## config.mk

```make
export PLATFORM = sky130hd
export DESIGN_NAME = fetch_unit
export DESIGN_NICKNAME = d
export VERILOG_FILES = /design/src/rtl/riscv_pkg.sv /design/src/rtl/fetch_ifid_reg.sv /design/src/rtl/fetch_unit.sv
export SDC_FILE = /design/constraint.sdc
export NUM_CORES = 1
export LEC_CHECK = 0
export CAP_MARGIN = 20
export CORE_UTILIZATION = 40
export CTS_BUF_LIST = sky130_fd_sc_hd__clkbuf_4 sky130_fd_sc_hd__clkbuf_8
export DETAILED_ROUTE_END_ITERATION = 12
export PLACE_DENSITY = 0.6
export SETUP_SLACK_MARGIN = 0.1
export SYNTH_ARGS = -nofsm -noshare
export SYNTH_HDL_FRONTEND = slang
export SYNTH_SLANG_ARGS = --single-unit
export TNS_END_PERCENT = 20
```

## constraint.sdc

```tcl
create_clock -name clk -period 4.25 [get_ports clk]
set_input_delay 0.425 -clock clk [delete_from_list [all_inputs] [get_ports clk]]
set_output_delay 0.425 -clock clk [all_outputs]
set_load 0.005 [all_outputs]
```

## src/rtl/riscv_pkg.sv

```systemverilog
// Shared fetch-stage constants and the fetch FSM state type.
package riscv_pkg;

  localparam int unsigned XLEN      = 32;
  localparam logic [31:0] NOP_INSTR = 32'h0000_0013;  // addi x0,x0,0
  localparam logic [31:0] RESET_PC  = 32'h0000_0000;

  // StDrop* states keep the port protocol alive for a request whose answer is stale.
  typedef enum logic [2:0] {
    StIdle,
    StReq,
    StWait,
    StHold,
    StDropReq,
    StDropWait
  } fetch_state_t;

endpackage

```

## src/rtl/fetch_ifid_reg.sv

```systemverilog
// IF/ID pipeline register: flush and bubble insert NOP_INSTR with valid low, stall holds.
module fetch_ifid_reg #(
  parameter int unsigned XLEN      = 32,
  parameter logic [31:0] NOP_INSTR = 32'h0000_0013
) (
  input  logic            clk,
  input  logic            rst,
  input  logic            i_flush,
  input  logic            i_load,
  input  logic            i_stall,
  input  logic [31:0]     i_instr,
  input  logic [XLEN-1:0] i_pc,
  input  logic [XLEN-1:0] i_pc_plus4,
  output logic [31:0]     o_instr,
  output logic [XLEN-1:0] o_pc,
  output logic [XLEN-1:0] o_pc_plus4,
  output logic            o_valid
);

  logic [31:0]     r_instr;
  logic [XLEN-1:0] r_pc;
  logic [XLEN-1:0] r_pc_plus4;
  logic            r_valid;

  // Flush beats load beats stall; an idle, unstalled cycle becomes a bubble with PCs held.
  always_ff @(posedge clk) begin
    if (rst) begin
      r_instr    <= NOP_INSTR;
      r_pc       <= '0;
      r_pc_plus4 <= '0;
      r_valid    <= 1'b0;
    end else if (i_flush) begin
      r_instr <= NOP_INSTR;
      r_valid <= 1'b0;
    end else if (i_load) begin
      r_instr    <= i_instr;
      r_pc       <= i_pc;
      r_pc_plus4 <= i_pc_plus4;
      r_valid    <= 1'b1;
    end else if (!i_stall) begin
      r_instr <= NOP_INSTR;
      r_valid <= 1'b0;
    end
  end

  assign o_instr    = r_instr;
  assign o_pc       = r_pc;
  assign o_pc_plus4 = r_pc_plus4;
  assign o_valid    = r_valid;

endmodule

```

## src/rtl/fetch_unit.sv

```systemverilog
// Instruction fetch: PCF, single-outstanding imem requests, redirect/stall handling, IF/ID.
module fetch_unit #(
  parameter int unsigned     XLEN      = riscv_pkg::XLEN,
  parameter logic [XLEN-1:0] RESET_PC  = riscv_pkg::RESET_PC,
  parameter logic [31:0]     NOP_INSTR = riscv_pkg::NOP_INSTR
) (
  input  logic            clk,
  input  logic            rst,
  input  logic            StallD,
  input  logic            PCSrcE,
  input  logic [XLEN-1:0] PCTargetE,
  output logic            imem_req,
  output logic [XLEN-1:0] imem_addr,
  input  logic            imem_ready,
  input  logic            imem_rvalid,
  input  logic [31:0]     imem_rdata,
  output logic [31:0]     InstrD,
  output logic [XLEN-1:0] PCD,
  output logic [XLEN-1:0] PCPlus4D,
  output logic            ValidD
);

  import riscv_pkg::*;

  localparam logic [XLEN-1:0] PcStep      = XLEN'(4);
  localparam logic [XLEN-1:0] PcAlignMask = XLEN'(3);

  fetch_state_t    r_state;
  logic [XLEN-1:0] r_pcf;
  logic [XLEN-1:0] r_fa;         // address of the request on the port / in flight
  logic            r_req;
  logic [31:0]     r_hold_instr; // response captured while decode was stalled
  logic [XLEN-1:0] r_hold_pc;

  logic            w_redirect;
  logic            w_accept;
  logic [XLEN-1:0] w_target;
  logic [XLEN-1:0] w_fa_plus4;

  logic            w_ifid_load;
  logic [31:0]     w_ifid_instr;
  logic [XLEN-1:0] w_ifid_pc;
  logic [XLEN-1:0] w_ifid_pc_plus4;

  // Redirects are not honoured in the single post-reset idle cycle.
  assign w_redirect = PCSrcE && (r_state != StIdle);
  assign w_accept   = r_req && imem_ready;
  assign w_target   = PCTargetE & ~PcAlignMask;
  assign w_fa_plus4 = r_fa + PcStep;

  // Fetch FSM together with PCF, fetch address, request strobe and hold buffer.
  always_ff @(posedge clk) begin
    if (rst) begin
      r_state      <= StIdle;
      r_pcf        <= RESET_PC;
      r_fa         <= RESET_PC;
      r_req        <= 1'b0;
      r_hold_instr <= '0;
      r_hold_pc    <= '0;
    end else begin
      // Redirect updates PCF and drops any buffered instruction from any active state.
      if (w_redirect) begin
        r_pcf        <= w_target;
        r_hold_instr <= '0;
        r_hold_pc    <= '0;
      end
      unique case (r_state)
        StIdle: begin
          r_state <= StReq;
          r_fa    <= r_pcf;
          r_req   <= 1'b1;
        end
        StReq: begin
          if (w_redirect) begin
            // The request cannot be retracted; its answer must be swallowed.
            if (w_accept) begin
              r_state <= StDropWait;
              r_req   <= 1'b0;
            end else begin
              r_state <= StDropReq;
            end
          end else if (w_accept) begin
            r_state <= StWait;
            r_req   <= 1'b0;
          end
        end
        StWait: begin
          if (w_redirect) begin
            if (imem_rvalid) begin
              r_state <= StReq;
              r_fa    <= w_target;
              r_req   <= 1'b1;
            end else begin
              r_state <= StDropWait;
            end
          end else if (imem_rvalid) begin
            r_pcf <= w_fa_plus4;
            if (!StallD) begin
              r_state <= StReq;
              r_fa    <= w_fa_plus4;
              r_req   <= 1'b1;
            end else begin
              r_state      <= StHold;
              r_hold_instr <= imem_rdata;
              r_hold_pc    <= r_fa;
            end
          end
        end
        StHold: begin
          if (w_redirect) begin
            r_state <= StReq;
            r_fa    <= w_target;
            r_req   <= 1'b1;
          end else if (!StallD) begin
            r_state <= StReq;
            r_fa    <= r_pcf;
            r_req   <= 1'b1;
          end
        end
        StDropReq: begin
          if (w_accept) begin
            r_state <= StDropWait;
            r_req   <= 1'b0;
          end
        end
        StDropWait: begin
          if (imem_rvalid) begin
            r_state <= StReq;
            r_fa    <= w_redirect ? w_target : r_pcf;
            r_req   <= 1'b1;
          end
        end
        default: begin
          r_state <= StIdle;
          r_req   <= 1'b0;
        end
      endcase
    end
  end

  // Select what, if anything, is delivered to decode this cycle.
  always_comb begin
    w_ifid_load  = 1'b0;
    w_ifid_instr = r_hold_instr;
    w_ifid_pc    = r_hold_pc;
    if (!w_redirect && !StallD) begin
      if (r_state == StWait && imem_rvalid) begin
        w_ifid_load  = 1'b1;
        w_ifid_instr = imem_rdata;
        w_ifid_pc    = r_fa;
      end else if (r_state == StHold) begin
        w_ifid_load = 1'b1;
      end
    end
    w_ifid_pc_plus4 = w_ifid_pc + PcStep;
  end

  fetch_ifid_reg #(
    .XLEN      (XLEN),
    .NOP_INSTR (NOP_INSTR)
  ) u_ifid (
    .clk        (clk),
    .rst        (rst),
    .i_flush    (w_redirect),
    .i_load     (w_ifid_load),
    .i_stall    (StallD),
    .i_instr    (w_ifid_instr),
    .i_pc       (w_ifid_pc),
    .i_pc_plus4 (w_ifid_pc_plus4),
    .o_instr    (InstrD),
    .o_pc       (PCD),
    .o_pc_plus4 (PCPlus4D),
    .o_valid    (ValidD)
  );

  assign imem_req  = r_req;
  assign imem_addr = r_fa;

endmodule

```

==> metrics.md <==
| Metric | Value |
|---|---|
| Status | completed |
| Clk root buf | clkbuf_8 |
| Largest family of logic cells by synthesized area | compound AO/OA/AOI/OAI gates |
| Clock power share | a little over two fifths |
| Max-Cap Viols | 0 |
| Syn Nets | 1,516 |
| Simple-gate share of the synthesized area | 21.8% |
| R2R Setup Slk | 910 ps |
| Adder-Cell Fraction of Synth Area | 0.212% |
| Worst path required time | 4690 ps |
| Post-synthesis xor/xnor area fraction | between 2 and 2.5% |
| Initial DRC count | approximately 1,300 |
| Buf/Inv on CP | 1 |
| Int Pwr | 3940 uW |
| Ys Warns | 0 |
| Fin. Hold Viols | 0 |
| Final ANT Viol Nets | 0 |
| GR Util met1 | 35.0% |
| # IOs | 200 |
| Placed inst area | approximately 14,000 um^2 |
| Post-synth EDFFs | 0 |
| Hold Path Origin | u_ifid.o_instr[14] |
| Final setup violating endpoints | 0 |
| Starting Density | 40.9% |
| Max VDD drop | 237 uV |
| # DRC | 0 |
| Slowest CP cell | dfxtp_1 |
| Die W | 174 um |
| Worst Skew | 26.7 ps |
| Final period util | 78.5% |
| Share of cells above drive strength 1 | 11.3% |
| Worst hold path depth | 2 |
| Vias per cell | 6.06 |
| Post-synth top cells | 227 x dfxtp_1, 162 x nor2_1, 158 x nand2_1 |
| Top delay family on crit path | compound AO/OA/AOI/OAI gates |
| Ys async rst share | 0% |
| Syn Inst Count | 1,444 |
| Switching power total | around 1600 uW |
| Diode count | 0 |
| Via count | roughly 12,000 |
| Global-route wire length before repair | 64,300 um |
| GP Congestion | between 0.8 and 0.9 |
| DP HPWL | 27,600 um |
| CTS H-tree lvls | 2 |
| Logic pwr share | between 15 and 20% |
| Largest net degree at the start of global routing | 74 |
| Multiplexer share of the synthesized area | 5.83% |
| Area leader, netlist | dfxtp_1 |
| Avg Cell Area, Syn | 8.18 um^2 |
| Initial antenna violation count | 0 |
| Flops & latches, synth | 227 |
| Core region area | around 29,000 um^2 |
| R2R depth | 10 |
| Clk buf depth | 3 |
| Sw frac | 29.2% |
| Residual overflow from global routing | 0 |
| Skew-Pair Late Insertion Delay | between 500 and 600 ps |
| Routed WL | between 40,000 and 50,000 um |
| Final Net Count | approximately 1,700 |
| Setup CP Type | register to register |
| Routing usage on met3 | approximately 5.3% |
| Worst Hold Class | register to register |
| Top cell type's share of synthesized area | 38.5% |
| Slew HR | 23.2% |
| CTS tree | done |
| RR Startpoint | r_state[2] |
| Cell row count | 62 |
| Synth top area cells | dfxtp_1 38%, a22oi_1 5.5%, nor2_1 5.2% |
| Lkg Pwr | 0.00517 uW |
| All-Layer GR Usage | 26.7% |
| Slew Limit Fails | 0 |
| Gr busiest metal | met2 |
| Die height | 174 um |
| Die ar. | just over 30,000 um^2 |
| Clock transition at the registers of the reported paths | 60 ps |
| Post-DR wirelength/cell | 20.9 um |
| Worst slew pin tran | 1140 ps |
| Clock sinks | 227 |
| Hold bufs inserted after CTS | 0 |
| Met2 usage | 43.1% |
| Top-count cell post-synth | dfxtp_1 |
| Worst-path cell chain | nor3b_4 -> nand2_4 -> mux2i_1 -> inv_1 -> ha_1 -> nand4_1 -> nor4_1 -> a32o_1 -> a211oi_1 -> a311o_1 |
| Fin Setup TNS | 0 ps |
| Critical path arrival | between 3000 and 4000 ps |
| Number of gates resized after cts | 0 |
| Worst-path fanout max | 27 |
| Mapped Area | between 10,000 and 15,000 um^2 |
| Setup crit end kind | register |
| Compound-gate portion of the synthesized area | 25.5% |
| DRT Pass-1 Iters | 6 |
| Finished Cell Area | around 15,000 um^2 |
| CTS buffer count | 43 |
| Fin util | 51.6% |
| Top FF cell, synth | dfxtp_1 |
| Worst hold slack | about 450 ps |
| IO Port Bufs | 197 |
| RSZ-0062 raised after global routing | false |
| Worst setup SP type | register |
| Post-CTS setup buffer count | 0 |
| Area added between synthesis and finish | 26.2% |
| Tot Pwr | 5570 uW |
| Netlist cell types | 76 |
| Pwr dens | between 300 and 400 nW/um^2 |
| Fmax | 300 MHz |
| Worst Hold End | u_ifid.o_instr[14] |
| RR Endpoint | u_ifid.o_pc_plus4[18] |
| Vias in the first global route | 11,300 |
| Sequential fraction of design power | 42.3% |
| CP max stage delay | 890 ps |
| Min Tclk post-route | 3340 ps |
| Register area share after synthesis | ~38% |
==> per-layer routing <==
layer,wire length [um],up-vias
li1,-,5643
met1,17600,5772
met2,19100,567
met3,3550,101
met4,1400,0
met5,0,-
==> sequential cells by signal, summed over array words and instances (netlist names) <==
signal             cells
r_hold_instr          32
imem_addr             32
imem_req               1
u_ifid.o_instr        32
r_hold_pc             32
u_ifid.o_valid         1
r_pcf                 32
r_state                3
u_ifid.o_pc_plus4     32
u_ifid.o_pc           30
==> worst max path at each step <==
stage / from / to / slack [ps] / cells after the start
CTS: r_state[2] / u_ifid.o_pc_plus4[18] / 1040 / 10
detailed placement: PCSrcE / u_ifid.o_pc_plus4[20] / 600 / 10
floorplan: PCSrcE / u_ifid.o_pc_plus4[20] / 1090 / 13
global route: r_state[2] / u_ifid.o_pc_plus4[18] / 700 / 10
finish: r_state[2] / u_ifid.o_pc_plus4[18] / 910 / 10
global placement: PCSrcE / u_ifid.o_pc_plus4[20] / 680 / 11
==> cell usage in the layout, fill, tap and decap left out, types with 9 or more instances in the layout <==
cell / Yosys / routed
a21oi_1: 91 / 90
clkbuf_4: 0 / 14
buf_4: 3 / 38
dfxtp_1: 227 / 227
a222oi_1: 10 / 10
a31oi_1: 14 / 14
a22oi_1: 87 / 87
and3_1: 13 / 13
xor2_1: 16 / 16
nand3_1: 49 / 49
or4_1: 9 / 9
a211oi_1: 44 / 44
nand4_1: 30 / 30
nor3_1: 20 / 20
a311oi_1: 12 / 12
clkbuf_8: 0 / 54
nand2_1: 158 / 157
inv_1: 13 / 13
a22o_1: 10 / 10
or3_1: 10 / 10
xnor2_1: 14 / 14
o22ai_1: 10 / 10
nor4_1: 18 / 18
mux2i_1: 26 / 26
o21ai_0: 42 / 42
mux2_2: 38 / 38
or2_2: 9 / 9
nor2_1: 162 / 161
o211ai_1: 18 / 18
nand2b_1: 11 / 11
clkdlybuf4s50_1: 0 / 196
==> through the flow <==
step / cells / worst slack [ps]
after global placement: 1917 / 682
after floorplan: 1444 / 1090
after detailed placement: 1917 / 602
after global routing: 1994 / 703
after CTS: 1994 / 1040
final: 1994 / 914
==> power groups by stage <==
| stage | logic (uW) | clock network [uW] | registers, uW |
|---|---|---|---|
| floorplan | 538 | 0 | 2300 |
| global placement | 826 | 0 | 2390 |
| detailed placement | 834 | 0 | 2390 |
| CTS | 839 | 2420 | 2350 |
| global route | 911 | 2510 | 2370 |
| finish | 847 | 2370 | 2360 |
==> worst reg2reg max path: stages, from the launching register on <==
cell and delay, ps:
dfxtp_1 890, nor3b_4 130, nand2_4 120, mux2i_1 110, inv_1 90, ha_1 310
nand4_1 150, nor4_1 320, a32o_1 610, a211oi_1 150, a311o_1 340
==> layout make-up <==
type                       count  area [um^2]
clock buffer                  68          848
clock inverter                 9          105
fill                        2835        14000
inverter                      14         52.6
multi-input combinational   1057         6600
sequential                   227         4540
tap                          384          480
timing repair buffer         235         2270
==> logic make-up after synthesis <==
kind of cell,Yosys count
compound gates,427
xor+xnor,30
fa+ha+maj,2
buf+inv,160
flops,227
mux,64
simple gates,534
Note: power is estimated with default switching activity, not from simulation.
